[src/rtl/dflow_replay_reader.sv]
// dflow_replay_reader: QDR read-side replay engine with a credit-bounded FWFT tuple buffer.
// Multi-pass looping over the address window is enabled by defining DFLOW_REPLAY_LOOP_EN.
module dflow_replay_reader #(
    parameter int PKT_TUPLE_WIDTH    = 104,
    parameter int PKT_LEN_WIDTH      = 16,
    parameter int QDR_ADDR_WIDTH     = 19,
    parameter int QDR_DATA_WIDTH     = 36,
    parameter int QDR_BURST_LENGTH   = 4,
    parameter int FIFO_DEPTH         = 16,
    parameter int REPLAY_COUNT_WIDTH = 32
) (
    input  logic                                      qdr_clk,
    input  logic                                      reset,
    input  logic                                      start_replay,
    output logic                                      compelete_replay,
    input  logic [QDR_ADDR_WIDTH-1:0]                 mem_addr_low,
    input  logic [QDR_ADDR_WIDTH-1:0]                 mem_addr_high,
    input  logic [REPLAY_COUNT_WIDTH-1:0]             replay_count,
    input  logic                                      init_calib_complete,
    output logic                                      user_app_rd_cmd,
    output logic [QDR_ADDR_WIDTH-1:0]                 user_app_rd_addr,
    input  logic                                      user_app_rd_valid,
    input  logic [QDR_DATA_WIDTH*QDR_BURST_LENGTH-1:0] user_app_rd_data,
    output logic [PKT_TUPLE_WIDTH-1:0]                fivetuple_data_out,
    output logic [PKT_LEN_WIDTH-1:0]                  pkt_len_out,
    output logic                                      tuple_out_vld,
    input  logic                                      tuple_out_ready,
    output logic                                      rd_overflow
);

    localparam int W  = QDR_DATA_WIDTH * QDR_BURST_LENGTH;
    localparam int EW = PKT_TUPLE_WIDTH + PKT_LEN_WIDTH;
    localparam int PW = $clog2(FIFO_DEPTH);
    localparam int CW = PW + 1;
    localparam logic [CW:0] DEPTH_C = (CW+1)'(FIFO_DEPTH);

    typedef enum logic [2:0] {
        IDLE,
        WAIT_CAL,
        ISSUE,
        DRAIN,
        DONE
    } state_t;

    state_t state, state_nxt;

    logic                      start_q;
    logic                      start_rise;
    logic [QDR_ADDR_WIDTH-1:0] addr;
    logic [QDR_ADDR_WIDTH-1:0] addr_low_q;
    logic [QDR_ADDR_WIDTH-1:0] addr_high_q;
    logic                      at_high;
    logic                      loop_again;

    logic [CW-1:0]             outstanding;
    logic [CW:0]               fifo_count;
    logic [CW:0]               credit;
    logic                      rd_done;

    logic [EW-1:0]             mem [FIFO_DEPTH];
    logic [PW-1:0]             wr_ptr;
    logic [PW-1:0]             rd_ptr;
    logic [CW-1:0]             mem_count;
    logic [EW-1:0]             out_data;
    logic                      out_vld;
    logic                      overflow;

    logic [EW-1:0]             word;
    logic                      accept;
    logic                      full;
    logic                      pop;
    logic                      push;
    logic                      drop;
    logic                      out_free;
    logic                      load_mem;
    logic                      bypass;
    logic                      push_mem;

    logic                      unused_rd_upper;
    assign unused_rd_upper = ^user_app_rd_data[W-1:EW];

    assign word       = user_app_rd_data[EW-1:0];
    assign start_rise = start_replay & ~start_q;
    assign at_high    = (addr == addr_high_q);

    // Occupancy counts the output register too, so credit covers every buffered word.
    assign fifo_count = {1'b0, mem_count} + {{CW{1'b0}}, out_vld};
    assign credit     = {1'b0, outstanding} + fifo_count;
    assign full       = (fifo_count == DEPTH_C);

    // Words returning while IDLE belong to an aborted pass and are silently discarded.
    assign accept   = user_app_rd_valid && (state != IDLE);
    assign pop      = out_vld && tuple_out_ready;
    assign push     = accept && (!full || pop);
    assign drop     = accept && full && !pop;
    assign out_free = !out_vld || pop;
    assign load_mem = out_free && (mem_count != '0);
    assign bypass   = out_free && (mem_count == '0) && push;
    assign push_mem = push && !bypass;
    assign rd_done  = accept && (outstanding != '0);

    assign user_app_rd_cmd    = (state == ISSUE) && (credit < DEPTH_C);
    assign user_app_rd_addr   = addr;
    assign compelete_replay   = (state == DONE);
    assign tuple_out_vld      = out_vld;
    assign fivetuple_data_out = out_data[EW-1:PKT_LEN_WIDTH];
    assign pkt_len_out        = out_data[PKT_LEN_WIDTH-1:0];
    assign rd_overflow        = overflow;

`ifdef DFLOW_REPLAY_LOOP_EN
    logic [REPLAY_COUNT_WIDTH-1:0] pass_cnt;
    logic [REPLAY_COUNT_WIDTH:0]   pass_next;
    logic [REPLAY_COUNT_WIDTH:0]   pass_target;

    assign pass_next   = {1'b0, pass_cnt} + (REPLAY_COUNT_WIDTH+1)'(1);
    assign pass_target = (replay_count == '0) ? (REPLAY_COUNT_WIDTH+1)'(1)
                                              : {1'b0, replay_count};
    assign loop_again  = (pass_next < pass_target);

    always_ff @(posedge qdr_clk) begin
        if (reset) begin
            pass_cnt <= '0;
        end else if ((state == IDLE) && start_rise) begin
            pass_cnt <= '0;
        end else if (user_app_rd_cmd && at_high) begin
            pass_cnt <= pass_next[REPLAY_COUNT_WIDTH-1:0];
        end
    end
`else
    logic unused_replay_count;
    assign unused_replay_count = ^replay_count;
    assign loop_again = 1'b0;
`endif

    always_comb begin
        state_nxt = state;
        case (state)
            IDLE:     if (start_rise) state_nxt = WAIT_CAL;
            WAIT_CAL: if (init_calib_complete) state_nxt = ISSUE;
            ISSUE:    if (user_app_rd_cmd && at_high && !loop_again) state_nxt = DRAIN;
            DRAIN:    if ((outstanding == '0) && (fifo_count == '0) && !out_vld) state_nxt = DONE;
            DONE:     if (!start_replay) state_nxt = IDLE;
            default:  state_nxt = IDLE;
        endcase
    end

    always_ff @(posedge qdr_clk) begin
        if (reset) begin
            state       <= IDLE;
            start_q     <= 1'b0;
            addr        <= '0;
            addr_low_q  <= '0;
            addr_high_q <= '0;
        end else begin
            state   <= state_nxt;
            start_q <= start_replay;
            if ((state == IDLE) && start_rise) begin
                addr_low_q  <= mem_addr_low;
                addr_high_q <= mem_addr_high;
                addr        <= mem_addr_low;
            end else if (user_app_rd_cmd) begin
                // Plain increment wraps modulo 2^QDR_ADDR_WIDTH, which handles low > high windows.
                if (at_high) begin
                    if (loop_again) addr <= addr_low_q;
                end else begin
                    addr <= addr + QDR_ADDR_WIDTH'(1);
                end
            end
        end
    end

    always_ff @(posedge qdr_clk) begin
        if (reset) begin
            outstanding <= '0;
        end else begin
            case ({user_app_rd_cmd, rd_done})
                2'b10:   outstanding <= outstanding + CW'(1);
                2'b01:   outstanding <= outstanding - CW'(1);
                default: outstanding <= outstanding;
            endcase
        end
    end

    // The output register is the FIFO head; an empty buffer lets a returning word bypass into it.
    always_ff @(posedge qdr_clk) begin
        if (reset) begin
            wr_ptr    <= '0;
            rd_ptr    <= '0;
            mem_count <= '0;
            out_data  <= '0;
            out_vld   <= 1'b0;
            overflow  <= 1'b0;
        end else begin
            if (drop) overflow <= 1'b1;
            if (push_mem) wr_ptr <= wr_ptr + PW'(1);
            if (out_free) begin
                if (load_mem) begin
                    out_data <= mem[rd_ptr];
                    out_vld  <= 1'b1;
                    rd_ptr   <= rd_ptr + PW'(1);
                end else if (push) begin
                    out_data <= word;
                    out_vld  <= 1'b1;
                end else begin
                    out_vld  <= 1'b0;
                end
            end
            case ({push_mem, load_mem})
                2'b10:   mem_count <= mem_count + CW'(1);
                2'b01:   mem_count <= mem_count - CW'(1);
                default: mem_count <= mem_count;
            endcase
        end
    end

    always_ff @(posedge qdr_clk) begin
        if (push_mem) mem[wr_ptr] <= word;
    end

endmodule

[config.mk]
export PLATFORM = sky130hd
export DESIGN_NAME = dflow_replay_reader
export DESIGN_NICKNAME = d
export VERILOG_FILES = /design/src/rtl/dflow_replay_reader.sv
export SDC_FILE = /design/constraint.sdc
export NUM_CORES = 2
export LEC_CHECK = 0
export CAP_MARGIN = 20
export CORE_ASPECT_RATIO = 0.5
export CORE_MARGIN = 8
export CORE_UTILIZATION = 30
export DETAILED_ROUTE_END_ITERATION = 16
export RECOVER_POWER = 100
export SKIP_CTS_REPAIR_TIMING = 1
export SLEW_MARGIN = 20
export SYNTH_ARGS = -nofsm -noshare
export SYNTH_HDL_FRONTEND = slang
export SYNTH_SLANG_ARGS = --single-unit
[constraint.sdc]
create_clock -name qdr_clk -period 23.2 [get_ports qdr_clk]
set_clock_uncertainty 0.05 [all_clocks]
set_input_delay 4.64 -clock qdr_clk [delete_from_list [all_inputs] [get_ports qdr_clk]]
set_output_delay 4.64 -clock qdr_clk [all_outputs]
set_load 0.01 [all_outputs]
==> key figures <==
Layout
  – Layout cells sized above 1: 21.6%
  – Footprint of the multi-input gates: 18300 um2
  – Nets: 4500
  – Layout area overhead: 16.8%
  – Design area: approximately 94000 um2
  – Finished Layout Cells: 8057
  – Fill cell count: roughly 25000
  – Reg area: 61400 um2

Timing
  – Final setup viols: 0
  – Setup_tns: 0 ns
  – Worst-margin pin slew: between 8 and 9 ns
  – Min cycle time layout: about 15 ns
  – Final Cycle Share: approximately two thirds
  – RSZ-0062 raised after global routing: no
  – Final WS setup: 8.18 ns
  – Fmax: 66.6 MHz
  – Final Hold Viols: 0
  – Slew headroom: -486%
  – Max-slew violation count: 2086

Logic synthesis
  – Avg Inst Size Synth: 20.8 um2
  – Top post-synthesis cells by area: edfxtp_1 (71%), mux4_2 (13%), dfxtp_1 (4.6%), mux2_2 (1.7%), mux2i_1 (1.5%)
  – Netlist cell types: 57
  – Leading area contributor after synthesis: edfxtp_1
  – #FFs+latches synth: 2106
  – Synthesized instance count: 3895
  – Syn Nets: 4137
  – Post-Syn Area: 80900 um2
  – Share of flip-flops with an asynchronous set or reset: 0%
  – Top-area cell type share of the netlist area: 71.3%
  – Synth warn: 0
  – Synth Flop Type: edfxtp_1
  – Seq/Total Area, Yosys: 75.9%
  – Post-synth EDFFs: around 1900

GRT
  – GR Overflow Total: 0
  – Initial antenna violation count: 54
  – First-pass GRT wire length: 284 mm
  – Tot GR Track Use: 13.2%
  – Number of global-route vias before repair: 41900
  – Largest net degree at the start of global routing: around 120

Power and ir drop
  – Flop pwr share: 46.1%
  – Pwr Total: a little under 10000 uW
  – Pleak: 0.0291 uW
  – Switching power share of the total: 25.9%
  – Net load switching power: about 2500 uW
  – Power per cell area: ~100 nW/um2
  – Internal power: 7130 uW
  – Max VDD drop: about 0.000083 V
  – Combinational power share: 19.7%
  – Clock network power share: 34.2%

Hold path
  – Worst hold path class: reg2reg
  – Worst Hold Depth: 2
  – Hold Crit Start: addr_high_q[6]
  – Worst-case hold path end point: addr_high_q[6]

Placement
  – Placed Cells incl. Taps: 7657
  – # port buffers: 306
  – Routability Congestion: 0.751
  – Setup WS pre-CTS: 13.09 ns
  – Hpwl dp: 100 mm
  – Area after DPL: 88100 um2

Route
  – DR iter-0 viols: 3616
  – Wire per inst: 24.3 um
  – Routed vias/inst: 4.92
  – First drt pass iteration count: 7
  – Total wire length: 195 mm
  – DRC Markers: 0
  – Detail Route Antenna Nets: 0
  – Via count: roughly 40000

Die
  – Die Width: roughly 750 um
  – Starting Density: between 30% and 40%
  – Core area: 267000 um2
  – Die H: 383 um
  – Ports: between 300 and 400
  – Total die area: 288000 um2
  – Row Count: 134

CTS
  – Clk root buf: clkbuf_16
  – Worst-Skew Late Latency: 0.82 ns
  – CTS tree: yes
  – H-tree depth: 4
  – CTS max path bufs: 3
  – Clk sinks: 2106
  – Reg clk slew, reported paths: 0.06 ns
  – Num CTS Buffers: between 200 and 250

Setup path
  – CP required: 23.33 ns
  – R2R setup slack: 11.37 ns
  – Worst-path fanout max: 85
  – R2r startpoint: mem_count[0]
  – R2R depth: 10
  – Kind of critical path: in2reg
  – R2R Path End: mem[15][110]
  – Critical path capture point type: flip-flop
  – Crit path DAT: 15.15 ns
  – Critical Path Source Type: primary input

Run status
  – Failing checks: capacitance limit, slew limit
  – Status: finished with violations

Run
  – Max-cap violation count: slightly above 50
[critical path: stages]
cell	delay, ns
dlygate4sd3_1	0.52
o31ai_1	0.12
a41oi_1	0.43
and2_0	0.61
nand2_1	0.32
nor2_4	0.13
clkbuf_1	2.50
clkbuf_1	5.66
[final cells by class]
type                       count  share of cell area [%]
clock buffer                 267                    5.84
timing repair buffer         382                    3.71
inverter                      11                  0.0437
tap                         3604                    4.77
sequential                  2106                    65.0
multi-input combinational   1554                    19.4
clock inverter               113                    1.20
antenna                       20                  0.0530
[state kept, by name (all words and copies together), names as in the netlist, named ones only]
signal,flops
start_q,1
user_app_rd_addr,19
state,3
rd_overflow,1
outstanding,5
addr_high_q,19
out_data,120
wr_ptr,4
mem_count,5
rd_ptr,4
mem,1920
tuple_out_vld,1
[placed cells by master, fill, tap and decap left out, types with 5 or more instances in the layout]
cell,instances
nand2_1,64
inv_1,9
mux2_2,120
edfxtp_1,1920
clkbuf_1,88
clkinv_1,27
mux4_2,480
diode_2,20
a221o_1,120
ha_1,20
clkinv_2,52
and4_1,5
o21ai_0,11
nor2_1,299
clkbuf_8,15
xor2_1,12
buf_4,32
dlygate4sd3_1,263
a211oi_1,6
and3_1,10
dfxtp_1,182
a21oi_1,158
mux2i_1,125
nand3_1,10
bufinv_16,18
clkbuf_16,205
xnor2_1,31
nor3_1,13
clkdlybuf4s50_1,42
nand4_1,10
[worst max path at each step]
stage                            from      endpoint  slack (ns)  cells past startpoint
global placement      tuple_out_ready   mem[12][65]       13.15                      9
floorplan             tuple_out_ready     mem[3][0]        8.89                      6
CTS                   tuple_out_ready   mem[12][73]       13.99                      9
finish              user_app_rd_valid  mem[15][110]        8.18                      8
detailed placement    tuple_out_ready   mem[12][52]       13.09                      9
global route        user_app_rd_valid   mem[0][113]        7.87                      8
[through the flow]
stage,hold WS [ns],util (%)
2_1_floorplan,0.399,-
4_1_cts,0.420,35.4
3_3_place_gp,0.409,33.0
6_report,0.420,35.3
3_5_place_dp,0.411,33.0
5_1_grt,0.439,35.3
[power groups by stage]
stage          Sequential [uW]  Clock (uW)  Combinational [uW]
3_5_place_dp              4520           0                1970
4_1_cts                   4440        3350                1970
3_3_place_gp              4520           0                1950
6_report                  4440        3290                1890
5_1_grt                   4460        3490                2050
2_1_floorplan             4480           0                1350
[layer usage]
layer  GRT usage [%]  part of all wire [%]  wire, um  vias up
met5               0                0.0061        12        -
met4            4.20                   2.7      5250        2
met3            1.88                   4.6      8920      326
met2            24.0                    53    103000     1035
met1            16.3                    40     78500    21400
li1                -                     -         -    16900
[cells by family (layout without fill, tap and decap cells)]
| logic type | after synthesis | after routing | share of synthesized area (%) |
|---|---|---|---|
| flip-flops | 2106 | 2106 | 75.9 |
| adder cells (fa/ha/maj) | 22 | 22 | 0.359 |
| XOR/XNOR | 43 | 43 | 0.466 |
| buffers and inverters | 235 | 773 | 1.51 |
| AND/OR/NAND/NOR | 440 | 440 | 2.29 |
| multiplexers | 725 | 725 | 16.6 |
| other | 0 | 20 | 0 |
| AO/OA/AOI/OAI | 324 | 324 | 2.93 |
[synthesized netlist by cell type, types with 3 or more instances]
master / count
buf_4: 44
xor2_1: 12
mux4_2: 480
edfxtp_1: 1920
dfxtp_1: 186
nand2_1: 64
nand2b_1: 4
a21o_1: 4
a221o_1: 120
and2_1: 4
and3_1: 10
nor2_1: 300
a311oi_1: 4
a311o_1: 3
a31oi_1: 3
nor4_1: 3
buf_6: 16
nand4_1: 10
ha_1: 20
nor3_1: 14
nor2b_1: 3
a211oi_1: 6
nand3_1: 10
a21oi_1: 157
or4_1: 3
xnor2_1: 31
buf_2: 45
buf_1: 23
and4_1: 5
mux2_2: 120
inv_1: 9
o21ai_0: 11
o31ai_1: 3
mux2i_1: 125
clkbuf_1: 96
No activity file was read; power rests on OpenSTA's default activity.
